`src/rtl/display_scheduler_pkg.sv`:
```
// Shared types and constants for the two-digit display scheduler:
// segment patterns, FSM states and the display range limit.
package display_scheduler_pkg;

  typedef enum logic {
    IDLE    = 1'b0,
    CONVERT = 1'b1
  } state_e;

  localparam logic [6:0] MAX_DISPLAY = 7'd99;

  // Active-low patterns, bit order gfedcba
  localparam logic [6:0] SEG_0     = 7'b1000000;
  localparam logic [6:0] SEG_1     = 7'b1111001;
  localparam logic [6:0] SEG_2     = 7'b0100100;
  localparam logic [6:0] SEG_3     = 7'b0110000;
  localparam logic [6:0] SEG_4     = 7'b0011001;
  localparam logic [6:0] SEG_5     = 7'b0010010;
  localparam logic [6:0] SEG_6     = 7'b0000010;
  localparam logic [6:0] SEG_7     = 7'b1111000;
  localparam logic [6:0] SEG_8     = 7'b0000000;
  localparam logic [6:0] SEG_9     = 7'b0010000;
  localparam logic [6:0] SEG_BLANK = 7'b1111111;

  function automatic logic [6:0] clamp_value(
    input logic [6:0] v
  );
    return (v > MAX_DISPLAY) ? MAX_DISPLAY : v;
  endfunction

endpackage

```
`src/rtl/display_scheduler_if.sv`:
```
// Load/blink request bus from score logic and the
// status/segment outputs returned by the scheduler.
interface display_scheduler_if;
  logic       i_Load;
  logic [6:0] i_Value;
  logic       i_Blink;
  logic       o_Busy;
  logic       o_Clamp;
  logic [6:0] o_Segment1;
  logic [6:0] o_Segment2;

  modport slave (
    input  i_Load,
    input  i_Value,
    input  i_Blink,
    output o_Busy,
    output o_Clamp,
    output o_Segment1,
    output o_Segment2
  );

  modport master (
    output i_Load,
    output i_Value,
    output i_Blink,
    input  o_Busy,
    input  o_Clamp,
    input  o_Segment1,
    input  o_Segment2
  );
endinterface

```
`src/rtl/display_scheduler_digit_to_segment.sv`:
```
// BCD digit to active-low 7-segment pattern.
// Non-decimal codes fall back to the '0' pattern.
module digit_to_segment
  import display_scheduler_pkg::*;
(
  input  logic [3:0] digit_i,
  output logic [6:0] seg_o
);

  // Pure lookup, no state
  always_comb begin
    seg_o = SEG_0;
    case (digit_i)
      4'd0:    seg_o = SEG_0;
      4'd1:    seg_o = SEG_1;
      4'd2:    seg_o = SEG_2;
      4'd3:    seg_o = SEG_3;
      4'd4:    seg_o = SEG_4;
      4'd5:    seg_o = SEG_5;
      4'd6:    seg_o = SEG_6;
      4'd7:    seg_o = SEG_7;
      4'd8:    seg_o = SEG_8;
      4'd9:    seg_o = SEG_9;
      default: seg_o = SEG_0;
    endcase
  end

endmodule

```
`src/rtl/display_scheduler.sv`:
```
// Splits a 0..99 value into tens/ones by repeated subtraction,
// commits both digits at once, then blanks/blinks the outputs.
module display_scheduler
  import display_scheduler_pkg::*;
#(
  parameter int CLKS_PER_BLINK = 12500000,
  parameter bit LEAD_BLANK     = 1'b1
) (
  input logic                i_Clk,
  input logic                i_Rst,
  display_scheduler_if.slave bus
);

  localparam int CW =
    (CLKS_PER_BLINK > 1) ? $clog2(CLKS_PER_BLINK) : 1;
  localparam logic [CW-1:0] BLINK_LAST =
    CW'(CLKS_PER_BLINK - 1);

  state_e        state_q, state_d;
  logic [6:0]    rem_q, rem_d;
  logic [3:0]    cnt_q, cnt_d;
  logic [3:0]    tens_q, tens_d;
  logic [3:0]    ones_q, ones_d;
  logic          clamp_q, clamp_d;
  logic [CW-1:0] bcnt_q, bcnt_d;
  logic          phase_q, phase_d;
  logic [6:0]    tens_seg;
  logic [6:0]    ones_seg;

  // State and datapath registers
  always_ff @(posedge i_Clk or posedge i_Rst) begin
    if (i_Rst) begin
      state_q <= IDLE;
      rem_q   <= '0;
      cnt_q   <= '0;
      tens_q  <= '0;
      ones_q  <= '0;
      clamp_q <= 1'b0;
      bcnt_q  <= '0;
      phase_q <= 1'b1;
    end else begin
      state_q <= state_d;
      rem_q   <= rem_d;
      cnt_q   <= cnt_d;
      tens_q  <= tens_d;
      ones_q  <= ones_d;
      clamp_q <= clamp_d;
      bcnt_q  <= bcnt_d;
      phase_q <= phase_d;
    end
  end

  // Load capture, subtract-by-ten loop and atomic commit
  always_comb begin
    state_d = state_q;
    rem_d   = rem_q;
    cnt_d   = cnt_q;
    tens_d  = tens_q;
    ones_d  = ones_q;
    clamp_d = 1'b0;
    unique case (state_q)
      IDLE: begin
        if (bus.i_Load) begin
          rem_d   = clamp_value(bus.i_Value);
          cnt_d   = '0;
          clamp_d = (bus.i_Value > MAX_DISPLAY);
          state_d = CONVERT;
        end
      end
      CONVERT: begin
        if (rem_q >= 7'd10) begin
          rem_d = rem_q - 7'd10;
          cnt_d = cnt_q + 4'd1;
        end else begin
          tens_d  = cnt_q;
          ones_d  = rem_q[3:0];
          state_d = IDLE;
        end
      end
      default: state_d = IDLE;
    endcase
  end

  // Blink half-period counter; idles ON at zero when disabled
  always_comb begin
    bcnt_d  = bcnt_q;
    phase_d = phase_q;
    if (!bus.i_Blink) begin
      bcnt_d  = '0;
      phase_d = 1'b1;
    end else if (bcnt_q == BLINK_LAST) begin
      bcnt_d  = '0;
      phase_d = ~phase_q;
    end else begin
      bcnt_d = bcnt_q + 1'b1;
    end
  end

  digit_to_segment u_tens (
    .digit_i (tens_q),
    .seg_o   (tens_seg)
  );

  digit_to_segment u_ones (
    .digit_i (ones_q),
    .seg_o   (ones_seg)
  );

  // Output shaping: leading-zero blank, then blink gate
  always_comb begin
    bus.o_Segment1 = tens_seg;
    bus.o_Segment2 = ones_seg;
    if (LEAD_BLANK && (tens_q == 4'd0)) begin
      bus.o_Segment1 = SEG_BLANK;
    end
    if (!phase_q) begin
      bus.o_Segment1 = SEG_BLANK;
      bus.o_Segment2 = SEG_BLANK;
    end
  end

  assign bus.o_Busy  = (state_q == CONVERT);
  assign bus.o_Clamp = clamp_q;

endmodule

```
`src/flat_wrapper.sv`:
```
// flat-port wrapper written by rule: the top's interface ports become plain ports
module display_scheduler_flat import display_scheduler_pkg::*;
#(
  parameter int CLKS_PER_BLINK = 12500000,
  parameter bit LEAD_BLANK     = 1'b1
)
  (i_Clk, i_Rst, bus_i_Load, bus_i_Value, bus_i_Blink, bus_o_Busy, bus_o_Clamp, bus_o_Segment1, bus_o_Segment2);
  display_scheduler_if bus_i ();
  input logic i_Clk;
  input logic i_Rst;
  input wire logic [$bits(bus_i.i_Load)-1:0] bus_i_Load;
  input wire logic [$bits(bus_i.i_Value)-1:0] bus_i_Value;
  input wire logic [$bits(bus_i.i_Blink)-1:0] bus_i_Blink;
  output wire logic [$bits(bus_i.o_Busy)-1:0] bus_o_Busy;
  output wire logic [$bits(bus_i.o_Clamp)-1:0] bus_o_Clamp;
  output wire logic [$bits(bus_i.o_Segment1)-1:0] bus_o_Segment1;
  output wire logic [$bits(bus_i.o_Segment2)-1:0] bus_o_Segment2;
  assign bus_i.i_Load = bus_i_Load;
  assign bus_i.i_Value = bus_i_Value;
  assign bus_i.i_Blink = bus_i_Blink;
  assign bus_o_Busy = bus_i.o_Busy;
  assign bus_o_Clamp = bus_i.o_Clamp;
  assign bus_o_Segment1 = bus_i.o_Segment1;
  assign bus_o_Segment2 = bus_i.o_Segment2;
  display_scheduler #(.CLKS_PER_BLINK(CLKS_PER_BLINK), .LEAD_BLANK(LEAD_BLANK)) u_core (.i_Clk(i_Clk), .i_Rst(i_Rst), .bus(bus_i));
endmodule
```
`config.mk`:
```
export PLATFORM = sky130hd
export DESIGN_NAME = display_scheduler_flat
export DESIGN_NICKNAME = d
export VERILOG_FILES = /design/src/rtl/display_scheduler_pkg.sv /design/src/rtl/display_scheduler_if.sv /design/src/rtl/display_scheduler_digit_to_segment.sv /design/src/rtl/display_scheduler.sv /design/src/flat_wrapper.sv
export SDC_FILE = /design/constraint.sdc
export NUM_CORES = 1
export LEC_CHECK = 0
export ABC_CLOCK_PERIOD_IN_PS = 2200
export BUFFER_PORTS_ARGS = -buffer_cell sky130_fd_sc_hd__buf_2
export CORE_UTILIZATION = 51
export DETAILED_ROUTE_END_ITERATION = 10
export PLACE_DENSITY_LB_ADDON = 0.1
export SLEW_MARGIN = 10
export SYNTH_ARGS = -nofsm -noshare
export SYNTH_HDL_FRONTEND = slang
export SYNTH_SLANG_ARGS = --single-unit
```
`constraint.sdc`:
```
create_clock -name i_Clk -period 2.2 [get_ports i_Clk]
set_input_delay 0.22 -clock i_Clk [delete_from_list [all_inputs] [get_ports i_Clk]]
set_output_delay 0.22 -clock i_Clk [all_outputs]
set_load 0.005 [all_outputs]
```
### Yosys cells after proc, flatten, opt, wreduce, memory -nomap -nowiden

Memories as Yosys holds them, arrays and structs flattened.
Cells that the tools add are included.

* memories kept: 2
* flip-flop bits (word level): 46
* bits of input ports: 11
* output and inout bits: 16
* ROM bits: 224

Memory list
* (name not given): words 16, width 7, rd ports 1, clocked after memory_dff 0, write ports 0, RTL line display_scheduler_digit_to_segment.sv:13 `case (digit_i)`
* (name not given): words 16, width 7, rd ports 1, clocked after memory_dff 0, write ports 0, RTL line display_scheduler_digit_to_segment.sv:13

* $lt $le $gt $ge: 2
* bitwise logic cells: 3
* muxes and demuxes: 19
* add/sub/neg operators: 3
* reduce and logical (&&, ||, !) cells: 3
* eq/ne operators: 4

Operators with widths (number)
* two-way mux 24 bit: 2
* two-way mux 7 bit: 6
* adder 24 x 1 -> 24 bit (second input constant): 1
* == test 24 bit (second input constant): 1
* case mux 7 bit (2 select lines): 1
* two-way mux 4 bit: 2
* case mux 4 bit (2 select lines): 1
* >= comparator 7 x 4 -> 1 bit (second input constant): 1
* greater-than comparator 7 bit (second input constant): 1
* subtractor 7 x 4 -> 7 bit (second input constant): 1
* two-way mux 1 bit: 6
* adder 4 x 1 -> 4 bit (second input constant): 1
* zero test 4 bit: 1
* != test 2 bit (second input constant): 2
* AND reduction 2 bit: 2
* NOT 1 bit: 3
* != test 2 x 1 -> 1 bit (second input constant): 1
* case mux 1 bit (2 select lines): 1

### Depth between registers and ports, before layout

Gate-level depths: netlist (run 1).

* depth in word-level cells: 4
* mapped depth: 6

### Cells and area by module

From an unflattened synthesis (run 1), not the netlist that was laid out.

* cells, all modules: 297
* area, all modules: 2780.2 sq um

By module, submodules not included
* display_scheduler: cells each 249, times used 1, area an instance 2412.3 sq um
* digit_to_segment: cells each 24, times used 2, area an instance 183.9 sq um

### Least setup slack after synthesis (run 1)

No wires, ideal clock.

* path type: register -> register
* start: reg u_core.bcnt_q[0]
* end: reg u_core.bcnt_q[22]
* stages on the path, launching flop included: 7
* path slack: 335 ps
* required time: 2123 ps
* arrival: 1788 ps
* period minus slack after synthesis: 1865 ps
* cells stage by stage: dfrtp_1 > ha_1 > nand4_1 > or4_1 > clkbuf_1 > or3_1 > a21oi_1

* longest elaborated chain between the ends: 3

RTL lines
* start, declared: RTL line display_scheduler.sv:25 `logic [CW-1:0] bcnt_q, bcnt_d;`
* start signal, assigned: RTL line display_scheduler.sv:48 `bcnt_q <= bcnt_d;`
* adder 24 x 1 -> 24 bit or == test 24 bit (tied branches): RTL line display_scheduler.sv:95, display_scheduler.sv:91
* two-way mux 24 bit (*): RTL line display_scheduler.sv:91 `end else if (bcnt_q == BLINK_LAST) begin`
* two-way mux 24 bit (*): RTL line display_scheduler.sv:88 `if (!bus.i_Blink) begin`
* named net u_core.bcnt_d[22]: RTL line display_scheduler.sv:25

The timed path passes the listed nets; every way through them passes the cells marked *.
A chain may end at the register's enable or synchronous reset.

### Final worst setup path (run 1)

* start: reg u_core.bcnt_q[0]
* end: reg u_core.bcnt_q[20]

Same word-level chain as after synthesis.

==> impl_metrics.py, run 1 <==
metrics = {
    "outcome": {
        "status": "finished, final reports clean",
    },
    "routing": {
        "final_antenna_net_count": 0,
        "first_pass_iters": 4,
        "vias": 2194,
        "drt-total-wl_mm": 5.123,
        "avgRoutedWirePerCell_um": 12.87,
        "vias_per_cell": 5.513,
        "drc": 0,
        "drtIter0Drc": 80,
    },
    "yosys": {
        "synth_top_area_share_pct": 42.04,
        "yosys_warnings": 0,
        "synth_most_common_cell": "dfrtp_1",
        "seq_area_frac_synth_pct": 43.02,
        "yosysTopAreaCell": "dfrtp_1",
        "netlist_top_cells_count": "45 x dfrtp_1, 31 x nand2_1, 30 x o21ai_0",
        "syn_area_mm2": 0.002679,
        "synthFlopType": "dfrtp_1",
        "synthArstFlopShare_pct": 100.0,
        "synth_fp_nets": 322,
        "yosysUniqueCellTypes": 46,
        "synth_edf_count": 0,
        "ys_ff_latch": 46,
        "ys_top_cells_by_area": "dfrtp_1 42%, o21ai_0 5.6%, ha_1 5.1%",
        "syn_inst": 300,
        "syn_avg_cell_area_um2": 8.929,
    },
    "job": {
        "maxCapViolations": 0,
    },
    "setup_path": {
        "arrival_ps": 2260,
        "critPathMaxFanout": 7,
        "worstPathCellList": "ha_1 > nand4_1 > or4_1 > or3_1 > a21oi_1",
        "critical_path_class": "reg2reg",
        "critPathMaxStageDelay_ps": 670,
        "crit_path_start_kind": "register",
        "cp_slowest_cell": "or4_1",
        "end_kind": "register",
        "crit_required_ps": 2430,
    },
    "sta": {
        "hold_viol": 0,
        "tns_ps": 0,
        "final.setup_skew_ps": 12.21,
        "tightest_slew_ps": 600.1,
        "rsz0062_at_grt": "false",
        "period_minus_slack_ps": 2029,
        "max_slew_margin_pct": 59.81,
        "setup_viol": 0,
        "drv_slew": 0,
        "period_share_pct": 92.23,
        "max_freq_ghz": 0.4928,
    },
    "cts": {
        "cts_tree": "yes",
        "path_clk_slew_ps": 90,
        "cts_num_sinks": 46,
        "post_cts_buffers": 0,
        "insertion_delay_ps": 300,
        "clockRootBuffer": "clkbuf_8",
        "numCtsBuffers": 5,
        "cts.htree.levels": 2,
        "cts_buffer_depth": 2,
    },
    "pwr": {
        "pwr-share-clk_pct": 16.5,
        "pwr-share-comb_pct": 43.7,
        "power_switching_mw": 1.233,
        "power_density_mw_per_mm2": 1070,
        "intPower_mw": 1.948,
        "power_frac_seq_pct": 39.8,
        "leakagePower_nw": 1.278,
        "vdd_drop_max_mv": 0.7388,
        "swShare_pct": 38.77,
    },
    "global_routing": {
        "grtUsageTotal_pct": 19.40,
        "grt_max_degree": 25,
        "grt_pass1_wl_mm": 8.204,
        "grt_pass1_vias": 1762,
        "grt_overflow_total": 0,
        "antenna_found_initial": 0,
    },
    "finish": {
        "nets": 349,
        "drive_gt1_share_pct": 16.16,
        "area_growth_pct": 10.93,
        "final_cell_area_mm2": 0.002972,
        "antenna_cells": 0,
    },
    "min_path": {
        "min_path_type": "in2reg",
    },
    "place": {
        "dp_hpwl_mm": 3.744,
        "postPlaceCellArea_mm2": 0.002870,
        "io_buffer_count": 26,
        "gp_congestion": 0.8328,
    },
    "die": {
        "die_height_um": 74.48,
        "row_count": 26,
        "die_w_um": 74.48,
        "fp.dieArea_mm2": 0.005547,
        "start_util_pct": 52.79,
        "core_area_mm2": 0.005075,
        "ios": 27,
    },
}
[critical path: cells and delay by family (launching register included)]
kind,cells,cell delay (ps)
compound gates,1,150
fa+ha+maj,1,230
simple gates,3,1200
flops,1,380
[sequential cells by signal, indices dropped and copies added, names as in the netlist]
register and count:
u_core.cnt_q 4, u_core.tens_q 4, u_core.bcnt_q 24, u_core.bus.o_Busy 1
u_core.ones_q 4, u_core.rem_q 7, u_core.phase_q 1, u_core.bus.o_Clamp 1
[power groups by stage]
stage	Clock [mW]	Sequential, mW	Combinational [mW]
floorplan	0	1.17	1.07
global placement	0	1.27	1.37
detailed placement	0	1.28	1.39
CTS	0.549	1.26	1.40
global route	0.576	1.30	1.61
finish	0.524	1.27	1.39
[cells in the final DEF, fill, tap and decap left out, types with 3 or more instances in the layout]
cell	n
buf_2	26
nand2_1	31
nand3_1	11
clkbuf_8	6
a31oi_1	4
mux2i_1	4
inv_1	14
and4_1	3
or3_1	7
or4_1	4
nand4_1	10
nor4_1	3
xnor2_1	6
o31ai_1	5
nor3_1	5
mux2_2	4
nor2_1	28
xor2_1	6
buf_4	6
a211oi_1	3
dfrtp_1	45
a21oi_1	18
ha_1	11
nor2b_1	6
o21ai_0	30
[kinds of logic (layout without fill, tap and decap cells)]
group	after synthesis	after routing	share of synthesized area [%]
xor+xnor	12	12	3.923
mux	8	8	3.176
flops	46	46	43.02
fa+ha+maj	11	11	5.138
compound gates	73	73	15.97
buf+inv	28	56	4.764
simple gates	122	122	24.01
[path summary, 6_finish.rpt]
| check | startpoint | end | slack [ps] | depth (start not counted) |
|---|---|---|---|---|
| hold reg to reg | u_core.cnt_q[3] | u_core.cnt_q[3] | 480 | 1 |
| max in group asynchronous | i_Rst | u_core.tens_q[1] | 1250 | 4 |
| setup / recovery | u_core.bcnt_q[0] | u_core.bcnt_q[20] | 170 | 5 |
| min in group asynchronous | i_Rst | u_core.bcnt_q[14] | 410 | 3 |
| setup reg to reg | u_core.bcnt_q[0] | u_core.bcnt_q[20] | 170 | 5 |
| hold / removal | bus_i_Blink | u_core.phase_q | 60 | 2 |
[what timing repair did]
item / 4_1_cts / 5_1_grt
hold buffers: 1 / 0
setup endpoints to repair: 0 / 0
endpoints found under the hold margin: 14 / 0
resized for setup: 0 / 0
[per-stage QoR]
stage	utilization (%)	worst slack, ps	hold WS (ps)	std cells	total power [mW]
CTS	58.56	164.2	54.25	398	3.218
global placement	56.56	275.2	211.2	389	2.649
floorplan	-	335.0	280.5	300	2.240
finish	58.56	170.9	57.48	398	3.181
detailed placement	56.56	151.4	216.7	389	2.675
global route	58.56	24.33	55.89	398	3.487
[per-layer routing]
metal | global-route usage, % | share of wire (%) | vias up
met3 | 4.065 | 3.1 | 6
li1 | - | - | 1126
met5 | 0 | 0 | -
met2 | 28.73 | 44 | 34
met1 | 28.44 | 52 | 1028
met4 | 6.080 | 1.3 | 0
[cell type report]
| cell class | count | area (um^2) |
|---|---|---|
| Clock buffer | 7 | 86.33 |
| Inverter | 15 | 56.30 |
| Multi-Input combinational cell | 226 | 1399 |
| Timing Repair Buffer | 33 | 185.2 |
| Clock inverter | 1 | 5.005 |
| Fill cell | 499 | 2103 |
| Tap cell | 70 | 87.58 |
| Sequential cell | 46 | 1152 |
Note: power is estimated with default switching activity, not from simulation.
==> run 2: changes to the inputs <==
--- a/config.mk
+++ b/config.mk
@@ -9,7 +9,7 @@
 export BUFFER_PORTS_ARGS = -buffer_cell sky130_fd_sc_hd__buf_2
 export CORE_UTILIZATION = 51
 export DETAILED_ROUTE_END_ITERATION = 10
-export PLACE_DENSITY_LB_ADDON = 0.1
+export PLACE_DENSITY = 0.77
 export SLEW_MARGIN = 10
 export SYNTH_ARGS = -nofsm -noshare
 export SYNTH_HDL_FRONTEND = slang
==> impl_metrics.py, run 2 (synthesis gave the netlist of run 1 again) <==
metrics = {
    "die": {
        "die_w_um": 74.48,
        "die_height_um": 74.48,
        "row_count": 26,
        "fp.dieArea_mm2": 0.005547,
        "start_util_pct": 52.79,
        "core_area_mm2": 0.005075,
        "ios": 27,
    },
    "setup_path": {
        "critical_path_class": "reg2reg",
        "critPathMaxFanout": 7,
        "arrival_ps": 2300,
        "end_kind": "register",
        "crit_required_ps": 2420,
        "crit_path_start_kind": "register",
    },
    "min_path": {
        "min_path_type": "in2async",
    },
    "cts": {
        "cts_buffer_depth": 2,
        "post_cts_buffers": 0,
        "cts-resized-gates": 0,
        "insertion_delay_ps": 300,
        "cts.htree.levels": 2,
        "hold_buffers": 0,
        "cts_tree": "yes",
        "cts_num_sinks": 46,
        "numCtsBuffers": 5,
        "clockRootBuffer": "clkbuf_8",
        "path_clk_slew_ps": 90,
    },
    "global_routing": {
        "grt_overflow_total": 0,
        "grt_max_degree": 47,
        "antenna_found_initial": 0,
        "grt_pass1_wl_mm": 8.424,
        "grt_pass1_vias": 1911,
        "grtUsageTotal_pct": 19.58,
    },
    "finish": {
        "final_common_cell": "dfrtp_1",
        "fill_cells": 467,
        "largest_reg_flops": 24,
        "layout_common_cells": "45 x dfrtp_1, 31 x nand2_1, 30 x o21ai_0",
        "drive_gt1_share_pct": 16.46,
        "antenna_cells": 0,
        "multi_input_area_mm2": 0.001399,
        "final_cell_area_mm2": 0.002969,
        "nets": 349,
        "area_growth_pct": 10.84,
        "seqCellArea_mm2": 0.001152,
        "top_register": "u_core.bcnt_q",
        "reg.largest.list": "u_core.bcnt_q: 24 flops, u_core.rem_q: 7 flops",
    },
    "sta": {
        "rsz0062_at_grt": "false",
        "whs_ps": 59.43,
        "period_minus_slack_ps": 2079,
        "max_slew_margin_pct": 61.73,
        "period_share_pct": 94.50,
        "max_freq_ghz": 0.4810,
        "hold_viol": 0,
        "tightest_slew_ps": 574.0,
        "drv_slew": 0,
        "setup_viol": 0,
        "tns_ps": 0,
        "worst_slack_ps": 121.1,
        "final.setup_skew_ps": 10.86,
    },
    "pwr": {
        "power_density_mw_per_mm2": 1074,
        "vdd_drop_max_mv": 0.6735,
        "leakagePower_nw": 1.278,
    },
    "place": {
        "postPlaceCellArea_mm2": 0.002878,
        "gp_congestion": 0.8225,
        "dp_hpwl_mm": 3.653,
        "io_buffer_count": 26,
        "place_ws_ps": 166.5,
    },
    "routing": {
        "final_antenna_net_count": 0,
        "drc": 0,
        "avgRoutedWirePerCell_um": 12.79,
        "drtIter0Drc": 144,
        "vias_per_cell": 5.580,
        "first_pass_iters": 4,
        "drt-total-wl_mm": 5.092,
        "vias": 2221,
    },
    "job": {
        "maxCapViolations": 0,
    },
    "outcome": {
        "status": "finished, final reports clean",
    },
}
[run 2: cell count changes in the layout (fill, tap and decap cells not counted), sizes merged]
cell / previous run / this run
buf: 32 / 33
dlygate4sd3: 1 / 0
[run 2: power breakdown]
group / switching [mW] / internal (mW)
registers: 0.255 / 1.04
clock network: 0.268 / 0.254
logic: 0.712 / 0.664
total: 1.23 / 1.95
[run 2: area by class of cell]
class                      instances  area share (%)
clock buffer                       7           2.908
timing repair buffer              33           6.153
clock inverter                     1          0.1686
inverter                          15           1.896
sequential                        46           38.81
tap                               70           2.950
multi-input combinational        226           47.11
[run 2: path summary, 6_finish.rpt]
kind,startpoint,end,slack [ps],cells after the start
worst max-delay path,u_core.bcnt_q[0],u_core.bcnt_q[22],120,5
worst min-delay path,i_Rst,u_core.bus.o_Busy,60,3
worst max register to register,u_core.bcnt_q[0],u_core.bcnt_q[22],120,5
worst min register to register,u_core.cnt_q[3],u_core.cnt_q[3],490,1
max in group asynchronous,i_Rst,u_core.ones_q[3],1750,3
min in group i_Clk,bus_i_Blink,u_core.phase_q,90,2
[run 2: critical path, stage by stage, from the launching register on]
cell and delay (ps):
dfrtp_1 400, ha_1 250, nand4_1 170, or4_1 660
or3_1 350, a21oi_1 180
[run 2: layer usage]
metal	up-vias	wire, um	GRT usage, %
li1	1123	-	-
met1	1058	2505	27.26
met2	36	2384	31.53
met3	4	156	3.794
met4	0	45	5.031
met5	-	0	0
[run 2: metrics by stage]
stage	total power [mW]	std cells	utilization [%]
6_report	3.189	398	58.51
5_1_grt	3.490	398	58.51
4_1_cts	3.209	398	58.51
3_5_place_dp	2.683	390	56.71
3_3_place_gp	2.644	390	56.71
2_1_floorplan	2.240	300	-
==> run 3: changes to the inputs <==
==> constraint.sdc (replaced) <==
create_clock -name i_Clk -period 2.2 [get_ports i_Clk]
set_input_delay 0 -clock i_Clk [delete_from_list [all_inputs] [get_ports i_Clk]]
set_output_delay 0 -clock i_Clk [all_outputs]
set_load 0.005 [all_outputs]
==> impl_metrics.py, run 3 (synthesis gave the netlist of run 1 again) <==
metrics = {
    "setup_path": {
        "arrival_ps": 2290,
        "critPathMaxStageDelay_ps": 650,
        "end_kind": "register",
        "critical_path_class": "reg2reg",
        "crit_path_start_kind": "register",
        "reg2reg_from": "u_core.bcnt_q[0]",
        "startpoint": "u_core.bcnt_q[0]",
        "cp_slowest_cell": "or4_1",
        "reg2reg_to": "u_core.bcnt_q[22]",
        "reg2reg_depth": 5,
        "crit_required_ps": 2420,
        "critPathMaxFanout": 7,
        "crit_path_end": "u_core.bcnt_q[22]",
        "r2r_setup_slack_ps": 130,
        "worstPathCellList": "ha_1 > nand4_1 > or4_1 > or3_1 > a21oi_1",
    },
    "finish": {
        "top_register": "u_core.bcnt_q",
        "final_common_cell": "dfrtp_1",
        "largest_reg_flops": 24,
        "layout_common_cells": "45 x dfrtp_1, 31 x nand2_1, 30 x o21ai_0",
        "area_growth_pct": 12.70,
        "nets": 354,
        "antenna_cells": 0,
        "fin_util_pct": 59.49,
        "drive_gt1_share_pct": 16.22,
        "reg.largest.list": "u_core.bcnt_q: 24 flops, u_core.rem_q: 7 flops",
    },
    "global_routing": {
        "grt_pass1_wl_mm": 8.542,
        "grt_max_degree": 47,
        "grtUsageTotal_pct": 19.84,
        "antenna_found_initial": 0,
        "grt_overflow_total": 0,
        "grt_pass1_vias": 1926,
    },
    "sta": {
        "setup_viol": 0,
        "rsz0062_at_grt": "false",
        "tightest_slew_ps": 565.3,
        "period_share_pct": 94.00,
        "drv_slew": 0,
        "max_freq_ghz": 0.4836,
        "whs_ps": 32.22,
        "final.setup_skew_ps": 9.488,
        "hold_viol": 0,
        "period_minus_slack_ps": 2068,
        "tns_ps": 0,
        "max_slew_margin_pct": 62.31,
    },
    "place": {
        "gp_congestion": 0.8225,
        "dp_hpwl_mm": 3.653,
        "io_buffer_count": 26,
    },
    "die": {
        "row_count": 26,
        "fp.dieArea_mm2": 0.005547,
        "die_w_um": 74.48,
        "die_height_um": 74.48,
        "core_area_mm2": 0.005075,
        "start_util_pct": 52.79,
        "ios": 27,
    },
    "routing": {
        "avgRoutedWirePerCell_um": 12.73,
        "first_pass_iters": 5,
        "drtIter0Drc": 185,
        "final_antenna_net_count": 0,
        "vias": 2266,
        "drt-total-wl_mm": 5.130,
        "vias_per_cell": 5.623,
        "drc": 0,
    },
    "cts": {
        "cts.htree.levels": 2,
        "path_clk_slew_ps": 80,
        "cts_tree": "yes",
        "numCtsBuffers": 5,
        "cts_buffer_depth": 2,
        "insertion_delay_ps": 300,
        "clockRootBuffer": "clkbuf_8",
        "cts_num_sinks": 46,
    },
    "outcome": {
        "status": "finished, final reports clean",
    },
    "job": {
        "maxCapViolations": 0,
    },
    "pwr": {
        "vdd_drop_max_mv": 0.6696,
        "leakagePower_nw": 1.299,
        "power_mw": 3.196,
        "power_density_mw_per_mm2": 1058,
    },
    "min_path": {
        "min_path_type": "in2reg",
    },
}
-- run 3: cell types whose count changed in the layout (fill, tap and decap cells not counted) --
cell,change
dlygate4sd3_1,+5
-- run 3: per-stage QoR --
step                std cells  setup WS (ps)  area (um^2)
detailed placement        390          166.5         2878
CTS                       403          150.8         3019
finish                    403          132.0         3019
global route              403          43.82         3019
floorplan                 300          335.0         2679
global placement          390          282.6         2878
-- run 3: per-layer routing --
metal  track usage [%]  vias up  wire [um]
li1                  -     1137          -
met1             27.72     1079       2468
met2             31.93       45       2419
met3             3.794        5        191
met4             5.031        0         52
met5                 0        -          0
-- run 3: layout make-up --
| cell class | count | area [um^2] |
|---|---|---|
| Clock buffer | 7 | 86.33 |
| Fill cell | 459 | 2056 |
| Tap cell | 70 | 87.58 |
| Multi-Input combinational cell | 226 | 1399 |
| Sequential cell | 46 | 1152 |
| Timing Repair Buffer | 38 | 232.7 |
| Inverter | 15 | 56.30 |
| Clock inverter | 1 | 5.005 |
-- run 3: repair_timing --
action,in CTS,in global routing
buffers inserted,0,0
hold buffers,5,0
endpoints found under the hold margin,49,0
gates resized for setup,0,0
-- run 3: where the power goes --
| part | internal, mW | leakage (nW) | switching, mW |
|---|---|---|---|
| Clock | 0.254 | 0.0482 | 0.267 |
| Sequential | 1.04 | 0.600 | 0.256 |
| Combinational | 0.670 | 0.650 | 0.713 |
-- run 3: worst min-delay path by stage --
stage / start / to / depth (start not counted)
6_report: bus_i_Value[6] / u_core.rem_q[6] / 3
5_1_grt: bus_i_Value[6] / u_core.rem_q[6] / 3
3_3_place_gp: i_Rst / u_core.bcnt_q[8] / 3
2_1_floorplan: bus_i_Blink / u_core.phase_q / 1
3_5_place_dp: i_Rst / u_core.bcnt_q[9] / 3
4_1_cts: bus_i_Value[2] / u_core.bus.o_Clamp / 3
-- run 3: critical path, delay by kind of cell (launching register included) --
family	cells	cell delay, ps
flops	1	400
fa+ha+maj	1	250
compound gates	1	180
simple gates	3	1170
